`src/rtl/fifo_sync_hs.sv`:
```
// Synchronous valid/ready FIFO for any depth >= 1, with an occupancy count,
// programmable almost-full/almost-empty flags and a synchronous flush.
module fifo_sync_hs #(
    parameter int unsigned DATA_WIDTH    = 32,
    parameter int unsigned FIFO_DEPTH    = 4,
    parameter int unsigned AFULL_THRESH  = 3,
    parameter int unsigned AEMPTY_THRESH = 1,
    localparam int unsigned AW = (FIFO_DEPTH == 1) ? 1 : $clog2(FIFO_DEPTH),
    localparam int unsigned CW = $clog2(FIFO_DEPTH + 1)
) (
    input  logic                  clk,
    input  logic                  rst,
    input  logic                  flush_i,
    input  logic                  in_valid_i,
    output logic                  in_ready_o,
    input  logic [DATA_WIDTH-1:0] in_data_i,
    output logic                  out_valid_o,
    input  logic                  out_ready_i,
    output logic [DATA_WIDTH-1:0] out_data_o,
    output logic [CW-1:0]         count_o,
    output logic                  full_o,
    output logic                  empty_o,
    output logic                  almost_full_o,
    output logic                  almost_empty_o
);

    if (FIFO_DEPTH < 1) begin : g_err_depth
        $error("fifo_sync_hs: FIFO_DEPTH must be >= 1");
    end
    if (AFULL_THRESH < 1 || AFULL_THRESH > FIFO_DEPTH) begin : g_err_afull
        $error("fifo_sync_hs: AFULL_THRESH must be in 1..FIFO_DEPTH");
    end
    if (AEMPTY_THRESH > FIFO_DEPTH - 1) begin : g_err_aempty
        $error("fifo_sync_hs: AEMPTY_THRESH must be in 0..FIFO_DEPTH-1");
    end

    logic [DATA_WIDTH-1:0] mem_q [FIFO_DEPTH];
    logic [AW-1:0]         wr_ptr_q, wr_ptr_d;
    logic [AW-1:0]         rd_ptr_q, rd_ptr_d;
    logic [CW-1:0]         count_q, count_d;
    logic                  push, pop, wr_en;
    logic                  full, empty;
    logic [DATA_WIDTH-1:0] head_data;

    // All status is taken from the count register, never from a pointer compare.
    assign full  = (count_q == CW'(FIFO_DEPTH));
    assign empty = (count_q == '0);

    assign push  = in_valid_i & ~full;
    assign pop   = out_ready_i & ~empty;
    assign wr_en = push & ~flush_i;

    always_comb begin
        wr_ptr_d = wr_ptr_q;
        rd_ptr_d = rd_ptr_q;
        count_d  = count_q;
        if (flush_i) begin
            wr_ptr_d = '0;
            rd_ptr_d = '0;
            count_d  = '0;
        end else begin
            if (push) begin
                wr_ptr_d = (wr_ptr_q == AW'(FIFO_DEPTH - 1)) ? '0 : wr_ptr_q + AW'(1);
            end
            if (pop) begin
                rd_ptr_d = (rd_ptr_q == AW'(FIFO_DEPTH - 1)) ? '0 : rd_ptr_q + AW'(1);
            end
            if (push && !pop) begin
                count_d = count_q + CW'(1);
            end else if (pop && !push) begin
                count_d = count_q - CW'(1);
            end
        end
    end

    always_ff @(posedge clk or posedge rst) begin
        if (rst) begin
            wr_ptr_q <= '0;
            rd_ptr_q <= '0;
            count_q  <= '0;
        end else begin
            wr_ptr_q <= wr_ptr_d;
            rd_ptr_q <= rd_ptr_d;
            count_q  <= count_d;
        end
    end

    // Decoded write/read keeps entry selection legal for non-power-of-2 depths.
    always_ff @(posedge clk or posedge rst) begin
        if (rst) begin
            for (int unsigned i = 0; i < FIFO_DEPTH; i++) begin
                mem_q[i] <= '0;
            end
        end else if (wr_en) begin
            for (int unsigned i = 0; i < FIFO_DEPTH; i++) begin
                if (wr_ptr_q == AW'(i)) begin
                    mem_q[i] <= in_data_i;
                end
            end
        end
    end

    always_comb begin
        head_data = '0;
        for (int unsigned i = 0; i < FIFO_DEPTH; i++) begin
            if (rd_ptr_q == AW'(i)) begin
                head_data = mem_q[i];
            end
        end
    end

    assign in_ready_o     = ~full;
    assign out_valid_o    = ~empty;
    assign out_data_o     = empty ? '0 : head_data;
    assign count_o        = count_q;
    assign full_o         = full;
    assign empty_o        = empty;
    assign almost_full_o  = (count_q >= CW'(AFULL_THRESH));
    assign almost_empty_o = (count_q <= CW'(AEMPTY_THRESH));

endmodule

```
`config.mk`:
```
export PLATFORM = sky130hd
export DESIGN_NAME = fifo_sync_hs
export DESIGN_NICKNAME = d
export VERILOG_FILES = /design/src/rtl/fifo_sync_hs.sv
export SDC_FILE = /design/constraint.sdc
export NUM_CORES = 1
export LEC_CHECK = 0
export BUFFER_PORTS_ARGS = -buffer_cell sky130_fd_sc_hd__buf_2
export CAP_MARGIN = 20
export CORE_AREA = 2 2 116 118
export CTS_CLUSTER_SIZE = 8
export DETAILED_ROUTE_END_ITERATION = 8
export DIE_AREA = 0 0 118 120
export HOLD_SLACK_MARGIN = 0.08
export PLACE_DENSITY_LB_ADDON = 0.08
export REMOVE_ABC_BUFFERS = 1
export SYNTH_ARGS = -nofsm -noshare
export SYNTH_HDL_FRONTEND = slang
export SYNTH_SLANG_ARGS = --single-unit
```
`constraint.sdc`:
```
create_clock -name clk -period 3.8 [get_ports clk]
set_clock_uncertainty 0.1 [all_clocks]
set_input_delay 0.38 -clock clk [delete_from_list [all_inputs] [get_ports clk]]
set_output_delay 0.38 -clock clk [all_outputs]
set_load 0.02 [all_outputs]
```
==> out/results.txt, run 1 <==
number of fill cells - 1,125
status - complete, no violations
Max Cap Viol - 0
GPL Wtd Cong - 0.761
IO buf count - 77
crit share post-route - 0.860
post-route insts no fill - 842
PD cells - 836 nW/um^2
fin crit period - 3.27 ns
CTS tree - yes
slowest stage delay, CP - 0.57 ns
die width - 118 um
vias in the first global route - 4,807
maximum vdd drop - 0.000393 V
routed vias/inst - 5.46
CP Cell Sequence - inv_1 -> ha_1 -> or2b_2 -> clkinv_1 -> buf_4 -> nor2_1 -> buf_2
cts-stage hold buffer count - 0
GRT Total Usage - 0.221
starting density of the core - 0.515
largest net degree at the start of global routing - 74
post-route cell area - 7660 um^2
Yosys reg bits - 135
clock root cell - clkbuf_16
nets - 707
Worst Path Class, Setup - register to output port
Worst slew margin - 0.391
final setup fails - 0
Async SR Flop Fraction - 1.00
setup bufs post-CTS - 0
H-tree levels - 4
wirelength, routed - 14.5 mm
Critical Path End Type - output port
Syn Std Cell Area - 6690 um^2
fin. max-slew vios - 0
first-pass GRT wire length - 24.6 mm
Hold Fails Final Rpt - 0
maximum clock frequency - 306 MHz
leakage power - 3.76 nW
core area - 13,000 um^2
Max FO, Critical Path - 22
Post-synth EDFFs - 0
leading cell type in the layout, fill and taps excluded - dfrtp_1
RSZ-0062 raised after global routing - false
number of CTS-inserted buffers - 17
Worst-path clk slew - 0.05 ns
GRT overflow - 0
post-cts sizing count - 0
Synth Area per Inst - 11.3 um^2
Area growth syn-to-layout - 14.6%
Clock Sinks - 135
setup TNS - 0 ns
worst-skew pair later-pin latency - 0.41 ns
post-DR wirelength/cell - 17.3 um
placed cells - 814
vias post-DR - 4,601
Iteration-0 DRC Markers - 270
Routed Antenna Nets - 0
Startpoint Class - register
Slowest-stage cell, CP - clkinv_1
Hold Crit Class - input pin to async pin
DP Area - 7130 um^2
Power Total - 6.40 mW
Site Rows - 42
num ports - 78
Antenna Cells - 0
sequential share of the synthesized area - 0.505
Die H - 120 um
Critical Path AT - 2.79 ns
required time worst endpoint - 3.32 ns
drt drc - 0
Main synth FF type - dfrtp_1
layout cell share with drive strength beyond 1 - 0.375
Netlist cell types - 33
Yosys warnings - 0
initial antenna violation count - 0
drt pass-1 iters - 4
worst slew pin tran - 0.913 ns
Final Util - 0.590
commonest non-fill, non-tap cells in the layout - dfrtp_1 (135), mux2_2 (114), buf_2 (77)
die footprint - 14,200 um^2
Bufs on Longest Clock Path - 2
Mapped Cells - 592
Detail Placement HPWL - 8.89 mm
==> flip-flops by register name, indices dropped and copies added (netlist names) <==
| signal | flops |
|---|---|
| rd_ptr_q | 2 |
| count_o | 3 |
| wr_ptr_q | 2 |
| mem_q | 128 |
==> layout make-up <==
cell class / instances / area, um^2 / area share
well taps: 176 / 220 / 0.0287
clock buffers: 23 / 478 / 0.0624
repair buffers: 87 / 473 / 0.0617
inverters: 44 / 168 / 0.0219
flip-flops and latches: 135 / 3380 / 0.441
clock inverters: 5 / 50.0 / 0.00653
multi-input cells: 372 / 2890 / 0.378
==> where the power goes <==
part / internal [mW] / switching, mW / leakage (nW)
Combinational: 1.13 / 1.43 / 1.79
Clock: 0.931 / 0.557 / 0.264
Sequential: 2.04 / 0.321 / 1.70
==> final timing paths <==
path,start,end,slack (ns),depth (start not counted)
max reg2reg,count_o[0],count_o[1],1.12,7
min,rst,mem_q[21],0.07,2
min reg2reg,mem_q[29],mem_q[29],0.40,1
min in group clk,in_data_i[29],mem_q[29],0.13,2
max in group asynchronous,rst,wr_ptr_q[1],2.66,3
max,count_o[0],out_data_o[0],0.53,7
==> synth_stat cells, types with 2 or more instances <==
| cell | count | share of area |
|---|---|---|
| clkbuf_1 | 17 | 0.0095 |
| dfrtp_1 | 135 | 0.51 |
| ha_1 | 13 | 0.024 |
| mux2_2 | 114 | 0.19 |
| o21ai_0 | 36 | 0.027 |
| mux2_1 | 2 | 0.0034 |
| nand2_4 | 4 | 0.0067 |
| nand2_1 | 39 | 0.022 |
| buf_1 | 9 | 0.0051 |
| nor2_1 | 35 | 0.020 |
| a22oi_1 | 32 | 0.036 |
| mux2_4 | 13 | 0.029 |
| inv_1 | 43 | 0.024 |
| buf_6 | 13 | 0.022 |
| a21oi_1 | 69 | 0.052 |
==> worst max-delay path: cells and delay by family, from the launching register on <==
family	cells	cell delay, ns
flops	1	0.42
simple gates	2	0.36
fa+ha+maj	1	0.28
buf+inv	4	1.30
==> cells by family (layout without fill, tap and decap cells) <==
kind of cell | after synthesis | count (layout) | synth area share
mux | 129 | 129 | 0.225
compound gates | 143 | 143 | 0.123
buf+inv | 85 | 159 | 0.0631
simple gates | 86 | 86 | 0.0584
xor+xnor | 1 | 1 | 0.00131
fa+ha+maj | 13 | 13 | 0.0243
flops | 135 | 135 | 0.505
==> layer usage <==
layer | share of wire | track usage
met1 | 0.46 | 0.283
met2 | 0.51 | 0.374
met3 | 0.029 | 0.0433
met4 | 0.0095 | 0.0821
met5 | 0 | 0
==> per-stage QoR <==
step / hold WS, ns / setup WS [ns]
after floorplan: 0.343 / -0.291
after global placement: 0.377 / 1.01
after detailed placement: 0.393 / 0.942
after CTS: 0.0984 / 0.490
after global routing: 0.140 / 0.269
final: 0.0677 / 0.534
Note: power is estimated with default switching activity, not from simulation.
==> run 2: changes to the inputs <==
--- a/config.mk
+++ b/config.mk
@@ -7,10 +7,10 @@
 export LEC_CHECK = 0
 export BUFFER_PORTS_ARGS = -buffer_cell sky130_fd_sc_hd__buf_2
 export CAP_MARGIN = 20
-export CORE_AREA = 2 2 116 118
+export CORE_AREA = 2 2 88 154
 export CTS_CLUSTER_SIZE = 8
 export DETAILED_ROUTE_END_ITERATION = 8
-export DIE_AREA = 0 0 118 120
+export DIE_AREA = 0 0 90 156
 export HOLD_SLACK_MARGIN = 0.08
 export PLACE_DENSITY_LB_ADDON = 0.08
 export REMOVE_ABC_BUFFERS = 1
==> constraint.sdc (replaced) <==
create_clock -name clk -period 3.8 [get_ports clk]
set_clock_uncertainty 0.1 [all_clocks]
set_input_delay 0.19 -clock clk [delete_from_list [all_inputs] [get_ports clk]]
set_output_delay 0.19 -clock clk [all_outputs]
set_load 0.02 [all_outputs]
==> out/results.txt, run 2 (same netlist as run 1, synthesis figures left out) <==
commonest non-fill, non-tap cells in the layout - dfrtp_1 (135), mux2_2 (114), buf_2 (77)
required time worst endpoint - 3.51 ns
Top reg by flops - mem_q
drt pass-1 iters - 4
maximum clock frequency - 333 MHz
Worst Path Class, Setup - register to output port
worst slew pin tran - 1.05 ns
Hold Fails Final Rpt - 0
Routed Antenna Nets - 0
Startpoint Class - register
setup TNS - 0 ns
first-pass GRT wire length - 24.6 mm
num ports - 78
GRT overflow - 0
Slowest-stage cell, CP - clkinv_1
leakage power - 3.94 nW
Worst-path clk slew - 0.06 ns
final setup fails - 0
RSZ-0062 raised after global routing - false
vias in the first global route - 4,916
crit share post-route - 0.791
fin. max-slew vios - 0
post-DR wirelength/cell - 17.3 um
worst path buffer plus inverter count - 4
Antenna Cells - 0
Max FO, Critical Path - 19
setup bufs post-CTS - 0
H-tree levels - 4
Max Cap Viol - 0
setup slack after layout - 0.794 ns
leading cell type in the layout, fill and taps excluded - dfrtp_1
vias post-DR - 4,840
PD cells - 824 nW/um^2
Critical Path End Type - output port
nets - 743
Hold Crit Class - input pin to register
initial antenna violation count - 0
r2r setup slk - 1.24 ns
GPL Wtd Cong - 0.730
die width - 90 um
Iteration-0 DRC Markers - 277
clock root cell - clkbuf_16
wirelength, routed - 15.2 mm
routed vias/inst - 5.52
IO buf count - 77
CP top delay family - buffers and inverters
maximum vdd drop - 0.000420 V
GRT Total Usage - 0.222
Final Util - 0.633
Critical Path AT - 2.72 ns
status - complete, no violations
fin crit period - 3.01 ns
die footprint - 14,000 um^2
Clock Sinks - 135
number of fill cells - 1,071
Detail Placement HPWL - 9.08 mm
post-route insts no fill - 877
CTS tree - yes
layout cell share with drive strength beyond 1 - 0.364
core area - 12,800 um^2
Largest register FFs - 128
number of CTS-inserted buffers - 17
largest net degree at the start of global routing - 77
placed cells - 809
slowest stage delay, CP - 0.45 ns
Place WS - 1.19 ns
Die H - 156 um
worst-skew pair later-pin latency - 0.41 ns
starting density of the core - 0.522
Worst slew margin - 0.298
Area growth syn-to-layout - 21.2%
Site Rows - 55
CP Cell Sequence - inv_1 -> ha_1 -> or2b_2 -> clkinv_1 -> buf_4 -> nor2_1 -> buf_2
Bufs on Longest Clock Path - 2
drt drc - 0
==> run 2: cell types whose count changed in the layout (fill, tap and decap cells not counted) <==
cell           change
dlygate4sd3_1     +36
clkbuf_1           -3
clkbuf_8           +1
buf_12             -1
clkinv_4           +1
inv_4              -1
buf_4              +1
bufinv_16          +2
clkinvlp_4         +5
inv_6              +1
clkinv_2           -2
==> run 2: tightest hold or removal path, delay by kind of cell <==
family,cells,cell delay (ns)
AOI/OAI and AO/OA,1,0.10
buffers and inverters,2,0.20
and+or+nand+nor,1,0.14
==> run 2: worst paths after layout <==
| check | startpoint | end | cells after the start |
|---|---|---|---|
| worst max register to register | count_o[0] | count_o[1] | 7 |
| worst min-delay path | in_valid_i | count_o[2] | 4 |
| min in group asynchronous | rst | rd_ptr_q[1] | 3 |
| worst min register to register | mem_q[29] | mem_q[29] | 1 |
| max in group asynchronous | rst | mem_q[97] | 4 |
| worst max-delay path | count_o[0] | out_data_o[26] | 7 |
==> run 2: report_power, final <==
part	leakage, nW	internal [mW]	total [mW]	switching, mW
Combinational	1.94	1.15	2.60	1.45
Sequential	1.70	2.04	2.37	0.324
Clock	0.293	1.10	1.71	0.610
Total	3.94	4.29	6.67	2.38
==> run 2: layer usage <==
metal | track usage | part of all wire | up-vias
met5 | 0 | 0 | -
met2 | 0.404 | 0.53 | 102
li1 | - | - | 2255
met1 | 0.265 | 0.43 | 2469
met4 | 0.0674 | 0.012 | 0
met3 | 0.0444 | 0.031 | 14
==> run 2: timing repair <==
item                                   CTS  global route
setup endpoints to repair                0             0
hold buffers                            36             0
endpoints found under the hold margin  208             0
resized for setup                        0             0
==> run 2: layout make-up <==
type | instances | area, um^2 | area share
sequential | 135 | 3380 | 0.417
multi-input combinational | 372 | 2890 | 0.357
timing repair buffer | 123 | 821 | 0.101
clock buffer | 21 | 480 | 0.0593
tap | 171 | 214 | 0.0264
inverter | 44 | 170 | 0.0210
clock inverter | 11 | 146 | 0.0181
==> run 2: stage by stage <==
stage | cell area, um^2 | hold slack, ns | power [mW]
after global routing | 8100 | 0.173 | 7.09
after CTS | 8100 | 0.152 | 6.73
after floorplan | 6430 | 0.153 | 4.17
final | 8100 | 0.168 | 6.67
after detailed placement | 7120 | 0.259 | 4.96
after global placement | 7120 | 0.261 | 4.87
